## src/rtl/alu_pipe.sv

```systemverilog
// Registered, handshaked ALU: 8-function arithmetic/logic group, shift/rotate group,
// and a multi-cycle shift-add multiplier, with result and flags held behind valid/ready.
module alu_pipe #(
  parameter int N = 8
) (
  input  logic         clk,
  input  logic         rst_n,
  input  logic         in_valid,
  output logic         in_ready,
  input  logic [N-1:0] a,
  input  logic [N-1:0] b,
  input  logic [1:0]   ctrl,
  input  logic         cin,
  input  logic         mode,
  output logic         out_valid,
  input  logic         out_ready,
  output logic [N-1:0] f,
  output logic         cout,
  output logic         v,
  output logic         z,
  output logic         n
);

  localparam int SW = $clog2(N);

  typedef enum logic [1:0] {
    IDLE = 2'd0,
    MUL  = 2'd1,
    HOLD = 2'd2
  } state_t;

  typedef struct packed {
    logic [N-1:0] f;
    logic         cout;
    logic         v;
  } res_t;

  state_t          state, state_nxt;
  logic [SW-1:0]   cnt;
  logic [2*N-1:0]  acc;
  logic [2*N-1:0]  mcand;
  logic [N-1:0]    mplier;
  logic [2*N-1:0]  acc_sum;

  logic            accept;
  logic            is_mul_op;
  logic            mul_last;

  logic [N-1:0]    b_eff;
  logic [N:0]      sum;
  logic            c_msb;
  logic [SW-1:0]   s;
  logic [SW:0]     rot_amt;
  res_t            alu_res;

  // Handshake: in_ready depends only on state and out_ready, never on operands.
  assign in_ready  = (state == IDLE) || ((state == HOLD) && out_ready);
  assign out_valid = (state == HOLD);
  assign accept    = in_valid && in_ready;
  assign is_mul_op = mode && (ctrl == 2'b10) && !cin;
  assign mul_last  = (state == MUL) && (cnt == SW'(N - 1));
  assign s         = b[SW-1:0];

  // One partial product per cycle: multiplicand shifts left, multiplier shifts right.
  assign acc_sum = acc + (mplier[0] ? mcand : '0);

  // Next-state logic.
  // NOTE: every always_comb output gets a default before any branch, so no latch is inferred.
  always_comb begin
    state_nxt = state;
    case (state)
      IDLE: if (accept) state_nxt = is_mul_op ? MUL : HOLD;
      MUL:  if (mul_last) state_nxt = HOLD;
      HOLD: begin
        if (out_ready) begin
          if (accept) state_nxt = is_mul_op ? MUL : HOLD;
          else        state_nxt = IDLE;
        end
      end
      default: state_nxt = IDLE;
    endcase
  end

  // Single-cycle result, computed from the operands presented on the accepting edge.
  always_comb begin
    b_eff   = cin ? ~b : b;
    sum     = {1'b0, a} + {1'b0, b_eff} + {{N{1'b0}}, cin};
    // Carry into the MSB recovered from the MSB sum bit and its two operand bits.
    c_msb   = a[N-1] ^ b_eff[N-1] ^ sum[N-1];
    rot_amt = (SW+1)'(N) - {1'b0, s};
    alu_res = '0;
    if (!mode) begin
      case (ctrl)
        2'b00: begin
          alu_res.f    = sum[N-1:0];
          alu_res.cout = sum[N];
          alu_res.v    = c_msb ^ sum[N];
        end
        2'b01:   alu_res.f = a | b_eff;
        2'b10:   alu_res.f = a & b_eff;
        default: alu_res.f = cin ? ~b : ~a;
      endcase
    end else begin
      case ({ctrl, cin})
        3'b000:  alu_res.f = a << s;
        3'b001:  alu_res.f = a >> s;
        3'b010:  alu_res.f = $signed(a) >>> s;
        // rot_amt == N when s == 0, so the right-shift term vanishes.
        3'b011:  alu_res.f = (a << s) | (a >> rot_amt);
        default: alu_res.f = a;
      endcase
    end
  end

  // NOTE: sequential state uses non-blocking assignments so all registers update from pre-edge values.
  always_ff @(posedge clk or negedge rst_n) begin
    if (!rst_n) begin
      state <= IDLE;
      // NOTE: the multiplier working registers are reset too, so nothing is X after reset even mid-multiply.
      cnt    <= '0;
      acc    <= '0;
      mcand  <= '0;
      mplier <= '0;
      f      <= '0;
      cout   <= 1'b0;
      v      <= 1'b0;
      z      <= 1'b0;
      n      <= 1'b0;
    end else begin
      state <= state_nxt;
      if (accept) begin
        if (is_mul_op) begin
          acc    <= '0;
          mcand  <= {{N{1'b0}}, a};
          mplier <= b;
          cnt    <= '0;
        end else begin
          f    <= alu_res.f;
          cout <= alu_res.cout;
          v    <= alu_res.v;
          z    <= (alu_res.f == '0);
          n    <= alu_res.f[N-1];
        end
      end else if (state == MUL) begin
        acc    <= acc_sum;
        mcand  <= mcand << 1;
        mplier <= mplier >> 1;
        cnt    <= cnt + 1'b1;
        if (mul_last) begin
          f    <= acc_sum[N-1:0];
          cout <= |acc_sum[2*N-1:N];
          v    <= |acc_sum[2*N-1:N];
          z    <= (acc_sum[N-1:0] == '0);
          n    <= acc_sum[N-1];
        end
      end
    end
  end

endmodule

```

## config.mk

```make
export PLATFORM = sky130hd
export DESIGN_NAME = alu_pipe
export DESIGN_NICKNAME = d
export VERILOG_FILES = /design/src/rtl/alu_pipe.sv
export SDC_FILE = /design/constraint.sdc
export NUM_CORES = 1
export LEC_CHECK = 0
export CAP_MARGIN = 20
export CORE_MARGIN = 2
export CORE_UTILIZATION = 25
export DETAILED_ROUTE_END_ITERATION = 12
export PLACE_DENSITY = 0.39
export SLEW_MARGIN = 20
export SYNTH_ARGS = -nofsm -noshare
export SYNTH_HDL_FRONTEND = slang
export SYNTH_SLANG_ARGS = --single-unit
```

## constraint.sdc

```tcl
create_clock -name clk -period 2.75 [get_ports clk]
set_input_delay 0.55 -clock clk [delete_from_list [all_inputs] [get_ports clk]]
set_output_delay 0.55 -clock clk [all_outputs]
set_load 0.05 [all_outputs]
```

==> impl_metrics.ini, run 1 <==
[timing]
post-route-period-util_pct = 103
finalWorstSetupSlack_ns = -0.0849
min_period_ns = 2.83
fin_skew_ns = 0.00754
hold_viol = 0
fmax_ghz = 0.353
maxSlewViolCount = 0
grt_setup_unrepaired = true
setup_viol = 3
worst_pin_slew_ns = 0.887
max_slew_margin_pct = 40.9

[clocking]
cts_max_level = 2
clk-insertion-delay-late_ns = 0.30
cts_tree = built
cts_max_path_buffers = 2
cts_buffers = 5
clkTransAtPathRegs_ns = 0.08
cts_hold_buf = 0
clockRootBuffer = clkbuf_16
numClockSinks = 56

[detailed_routing]
viasPerCell = 4.93
drt_wl_total_um = 20000
vias = 5676
detail-route-antenna-nets = 0
firstDrtPassIters = 4
routedWlPerCell_um = 17.4
drt_iter0_drc = 269
drcViolationCount = 0

[synthesis]
post-synth-top-count-cell = nand2_1
synth.avg_cell_area_um2 = 8.20
seq_area_frac_synth_pct = 25.4
syn-num-nets = 732
yosys-top-cells-count = nand2_1, o21ai_0, dfrtp_1
synth.area.top_cells = dfrtp_1, ha_1, nand2_1
ys_ff_latch = 56
netlist.area_leader.share_pct = 25.4
syn_inst = 672
synthArstFlopShare_pct = 100
synth_top_cell_by_area = dfrtp_1
yosys.cell_types.count = 74
synth_area_mm2 = 0.00551
synth_edf_count = 0
synth_warnings = 0
synth_flop_cell = dfrtp_1

[grt]
top_usage_layer = met2
grt_max_degree = 57
antenna_found_initial = 0
grt_usage_pct = 17.0
use_met2_pct = 30.9
grt_pass1_vias = 5841
grtUsageMet3_pct = 1.37
grt_first_pass_wirelength_um = 32000
gr-usage-met1_pct = 21.6
grt-ovfl-total = 0

[run_status]
violations = setup timing
run_status = finished, violations left

[placed_design]
portBuffers = 37
dpl-instance-area_mm2 = 0.00748
dp.cells = 1126
place_hpwl_um = 15800
place.gp.congestion = 0.855

[run]
maxCapViolations = 0

[floorplanning]
core-area_mm2 = 0.0218
die_w_um = 152
initial_utilization_pct = 25.3
rows = 54
die_y_um = 152
die-area_mm2 = 0.0232
io_pins = 38

[critical_path]
reg2regPathDepth = 13
end_kind = flip-flop
r2r_slack_ns = -0.08
reg2reg_from = mplier[0]
r2r-end = v
startpoint_type = flip-flop
cp_data_required_time_ns = 2.94
path_max_fanout = 6
crit_type = reg2reg
cp.arrival_ns = 3.02

[power]
leakagePower_uw = 0.00368
peakVddDrop_mv = 0.271
power.density_mw_per_mm2 = 684

[finish]
fin_area_mm2 = 0.00814
layout.nets = 931
layout.cells.non_filler = 1152
drive_gt1_share_pct = 34.6
n_antenna_cell = 0
area_growth_syn_to_layout_pct = 47.7

[min_path]
min_path_type = in2async
-- sequential cells by signal, summed over array words and instances, names as in the netlist --
signal  cells
state       2
acc        16
mplier      8
cout        1
f           8
v           1
mcand      16
z           1
cnt         3
-- metal layers --
layer	vias up	share of wire (%)
met5	-	0
met4	0	2.1
met3	27	2.4
met2	109	51
met1	2717	44
li1	2823	-
-- worst max path at each step --
stage	start	to	slack (ns)	depth (start not counted)
global route	mplier[0]	v	-0.21	11
finish	mplier[0]	v	-0.08	13
floorplan	cin	z	0.002	12
CTS	mplier[0]	v	-0.13	13
global placement	cin	f[3]	-0.69	14
detailed placement	cin	f[3]	-0.64	13
-- repair_timing --
item	in CTS	in global routing
resized for setup	50	45
endpoints found under the setup margin	13	12
pin swaps	23	20
buffers inserted	11	9
-- cells in the final DEF, fill, tap and decap left out, types with 5 or more instances in the layout --
| master | instances |
|---|---|
| a21o_1 | 8 |
| a21oi_1 | 32 |
| a31oi_1 | 8 |
| a32oi_1 | 5 |
| and2_1 | 13 |
| buf_4 | 186 |
| buf_6 | 8 |
| clkbuf_16 | 5 |
| clkdlybuf4s50_1 | 26 |
| dfrtp_1 | 56 |
| ha_1 | 23 |
| ha_4 | 9 |
| inv_1 | 34 |
| mux2_2 | 13 |
| mux2i_1 | 28 |
| mux4_2 | 9 |
| nand2_1 | 98 |
| nand2b_1 | 15 |
| nand3_1 | 7 |
| nor2_1 | 33 |
| nor2b_1 | 9 |
| nor3_1 | 15 |
| o211ai_1 | 11 |
| o21ai_0 | 57 |
| o21ai_1 | 10 |
| o22ai_1 | 5 |
| xnor2_1 | 7 |
| xor2_1 | 11 |
-- cell families (layout without fill, tap and decap cells) --
| logic type | count (synthesis) | in the layout | share of synthesized area (%) |
|---|---|---|---|
| fa+ha+maj | 36 | 36 | 8.45 |
| simple gates | 224 | 224 | 19.6 |
| buf+inv | 80 | 280 | 6.22 |
| mux | 55 | 55 | 13.2 |
| flops | 56 | 56 | 25.4 |
| xor+xnor | 24 | 24 | 3.82 |
| compound gates | 197 | 197 | 23.2 |
-- metrics by stage --
step | hold WS [ns] | TNS [ns] | setup WS, ns | power, uW | utilization [%]
6_report | 0.236 | -0.205 | -0.0849 | 5570 | 37.4
4_1_cts | 0.267 | -0.283 | -0.126 | 5350 | 36.5
5_1_grt | 0.266 | -0.587 | -0.211 | 5980 | 37.4
2_1_floorplan | 0.254 | 0 | 0.00174 | 3060 | -
3_3_place_gp | 0.469 | -6.06 | -0.686 | 4420 | 34.4
3_5_place_dp | 0.479 | -6.04 | -0.645 | 4430 | 34.4
-- worst max-delay path, cell delays in order (launching register included) --
cell	delay, ns
dfrtp_1	0.41
buf_6	0.14
buf_6	0.12
buf_4	0.13
and2_1	0.14
ha_1	0.30
o21a_4	0.23
buf_4	0.14
or3_1	0.31
nand2_1	0.09
o2111ai_2	0.13
nor4_2	0.35
buf_4	0.18
o21ai_2	0.05
-- final cells by class --
class	instances	area [um2]
clock buffer	5	125
clock inverter	3	27.5
fill	2253	13600
inverter	36	135
multi-input combinational	536	4160
sequential	56	1400
tap	280	350
timing repair buffer	236	1940
-- report_power, final --
| part | total (uW) | leakage, uW | internal [uW] | switching (uW) |
|---|---|---|---|---|
| combinational | 3450 | 0.00289 | 1710 | 1740 |
| sequential | 1440 | 0.000718 | 1170 | 271 |
| clock | 670 | 0.0000719 | 347 | 323 |
| total | 5570 | 0.00368 | 3230 | 2330 |
No activity file was read; power rests on OpenSTA's default activity.
==> run 2: changes to the inputs <==
--- a/config.mk
+++ b/config.mk
@@ -6,10 +6,10 @@
 export NUM_CORES = 1
 export LEC_CHECK = 0
 export CAP_MARGIN = 20
-export CORE_MARGIN = 2
 export CORE_UTILIZATION = 25
 export DETAILED_ROUTE_END_ITERATION = 12
 export PLACE_DENSITY = 0.39
+export REMOVE_ABC_BUFFERS = 1
 export SLEW_MARGIN = 20
 export SYNTH_ARGS = -nofsm -noshare
 export SYNTH_HDL_FRONTEND = slang
==> impl_metrics.ini, run 2 (synthesized netlist as in run 1, its figures left out) <==
[run_status]
run_status = finished, violations left
violations = setup timing

[placed_design]
portBuffers = 37
dpl-instance-area_mm2 = 0.00728
place_hpwl_um = 15800
pre_cts_ws_ns = -0.703
place.gp.congestion = 0.875

[timing]
worst_pin_slew_ns = 0.691
min_period_ns = 2.76
hold_viol = 0
grt_setup_unrepaired = true
setup_viol = 2
fin_skew_ns = 0.0126
post-route-period-util_pct = 100
max_slew_margin_pct = 53.3
maxSlewViolCount = 0
fmax_ghz = 0.362
finalWorstSetupSlack_ns = -0.0123

[min_path]
min_path_type = in2async

[clocking]
clk-insertion-delay-late_ns = 0.31
clockRootBuffer = clkbuf_16
cts_tree = built
cts_max_level = 2
cts_buffers = 5
clkTransAtPathRegs_ns = 0.08
cts_hold_buf = 0
numClockSinks = 56
cts_max_path_buffers = 2

[critical_path]
reg2reg_from = mplier[0]
r2r-end = v
critPathBufInv = 0
worstPathCellList = and2_4 > ha_4 > fa_2 > a211oi_4 > o21ai_2 > a31oi_1 > xor2_1 > o2111ai_2 > nor4_4 > o21ai_1
cp.arrival_ns = 2.94
path_max_fanout = 7
crit_type = reg2reg
startpoint_type = flip-flop
r2r_slack_ns = -0.01
path_depth = 10
cp_data_required_time_ns = 2.93
crit_end = v
max_stage_delay_ns = 0.46
critical-path-top-delay-family = compound AO/OA/AOI/OAI gates
end_kind = flip-flop
reg2regPathDepth = 10
startpoint = mplier[0]
slowest_stage = dfrtp_2

[detailed_routing]
vias = 5669
drcViolationCount = 0
drt_iter0_drc = 201
routedWlPerCell_um = 18.0
drt_wl_total_um = 20400
detail-route-antenna-nets = 0
firstDrtPassIters = 4
viasPerCell = 5.01

[run]
maxCapViolations = 0

[finish]
largest_registers = acc x16, mcand x16
fin_area_mm2 = 0.00821
ff_latch_area_mm2 = 0.00140
layout_commonest_cell = buf_4
multi_input_area_mm2 = 0.00434
n_antenna_cell = 0
layout.nets = 917
mostFrequentLayoutCells = buf_4, nand2_1, o21ai_0, dfrtp_1
area_growth_syn_to_layout_pct = 49.0
drive_gt1_share_pct = 35.1
n_fill_cell = 2184

[floorplanning]
core-area_mm2 = 0.0213
die_y_um = 150
die_w_um = 150
die-area_mm2 = 0.0226
io_pins = 38
rows = 53
initial_utilization_pct = 25.9

[power]
leakagePower_uw = 0.00365
peakVddDrop_mv = 0.273
power.density_mw_per_mm2 = 688

[grt]
grt_pass1_vias = 5834
grt-ovfl-total = 0
grt_first_pass_wirelength_um = 32300
grt_usage_pct = 18.5
grt_max_degree = 30
antenna_found_initial = 0
-- run 2: cell count changes in the layout (fill, tap and decap cells not counted), moves of 3 or more --
cell,delta
nor3_2,+4
buf_4,-9
buf_6,-3
nor3_1,-5
-- run 2: worst min-delay path by stage --
stage,slack [ns],end,startpoint,cells after the start
2_1_floorplan,0.25,acc[0],rst_n,0
3_3_place_gp,0.47,mplier[3],mplier[3],2
3_5_place_dp,0.47,mplier[4],mplier[4],2
4_1_cts,0.24,cnt[0],rst_n,1
5_1_grt,0.27,cnt[0],rst_n,1
6_report,0.23,cnt[0],rst_n,1
-- run 2: layout make-up --
class,instances,share of cell area (%)
multi-input combinational,536,52.8
timing repair buffer,222,22.0
sequential,56,17.1
tap,275,4.19
inverter,36,1.65
clock buffer,5,1.52
clock inverter,2,0.732
-- run 2: repair_timing --
action	CTS	global route
gates resized for setup	61	61
gates cloned	1	1
setup endpoints to repair	12	12
pin swaps	14	32
setup buffers	13	6
-- run 2: through the flow --
step / hold slack, ns / cells / power (uW) / setup TNS [ns] / util (%)
3_3_place_gp: 0.466 / 1106 / 4330 / -5.99 / 34.2
4_1_cts: 0.244 / 1127 / 5470 / -0.321 / 37.1
6_report: 0.228 / 1132 / 5640 / -0.0231 / 38.6
2_1_floorplan: 0.254 / 628 / 2970 / -10.91 / -
3_5_place_dp: 0.471 / 1106 / 4350 / -6.29 / 34.2
5_1_grt: 0.266 / 1132 / 6070 / -0.488 / 38.6
-- run 2: metal layers --
layer,vias up,global-route usage (%),part of all wire [%]
met5,-,0,0
met4,0,4.44,1.6
met3,20,1.52,2.7
met2,81,32.5,49
met1,2774,24.4,46
li1,2794,-,-
-- run 2: power breakdown --
part | total (uW) | switching, uW | internal [uW]
Clock | 830 | 313 | 518
Combinational | 3380 | 1740 | 1640
Sequential | 1440 | 261 | 1170
Total | 5640 | 2310 | 3330
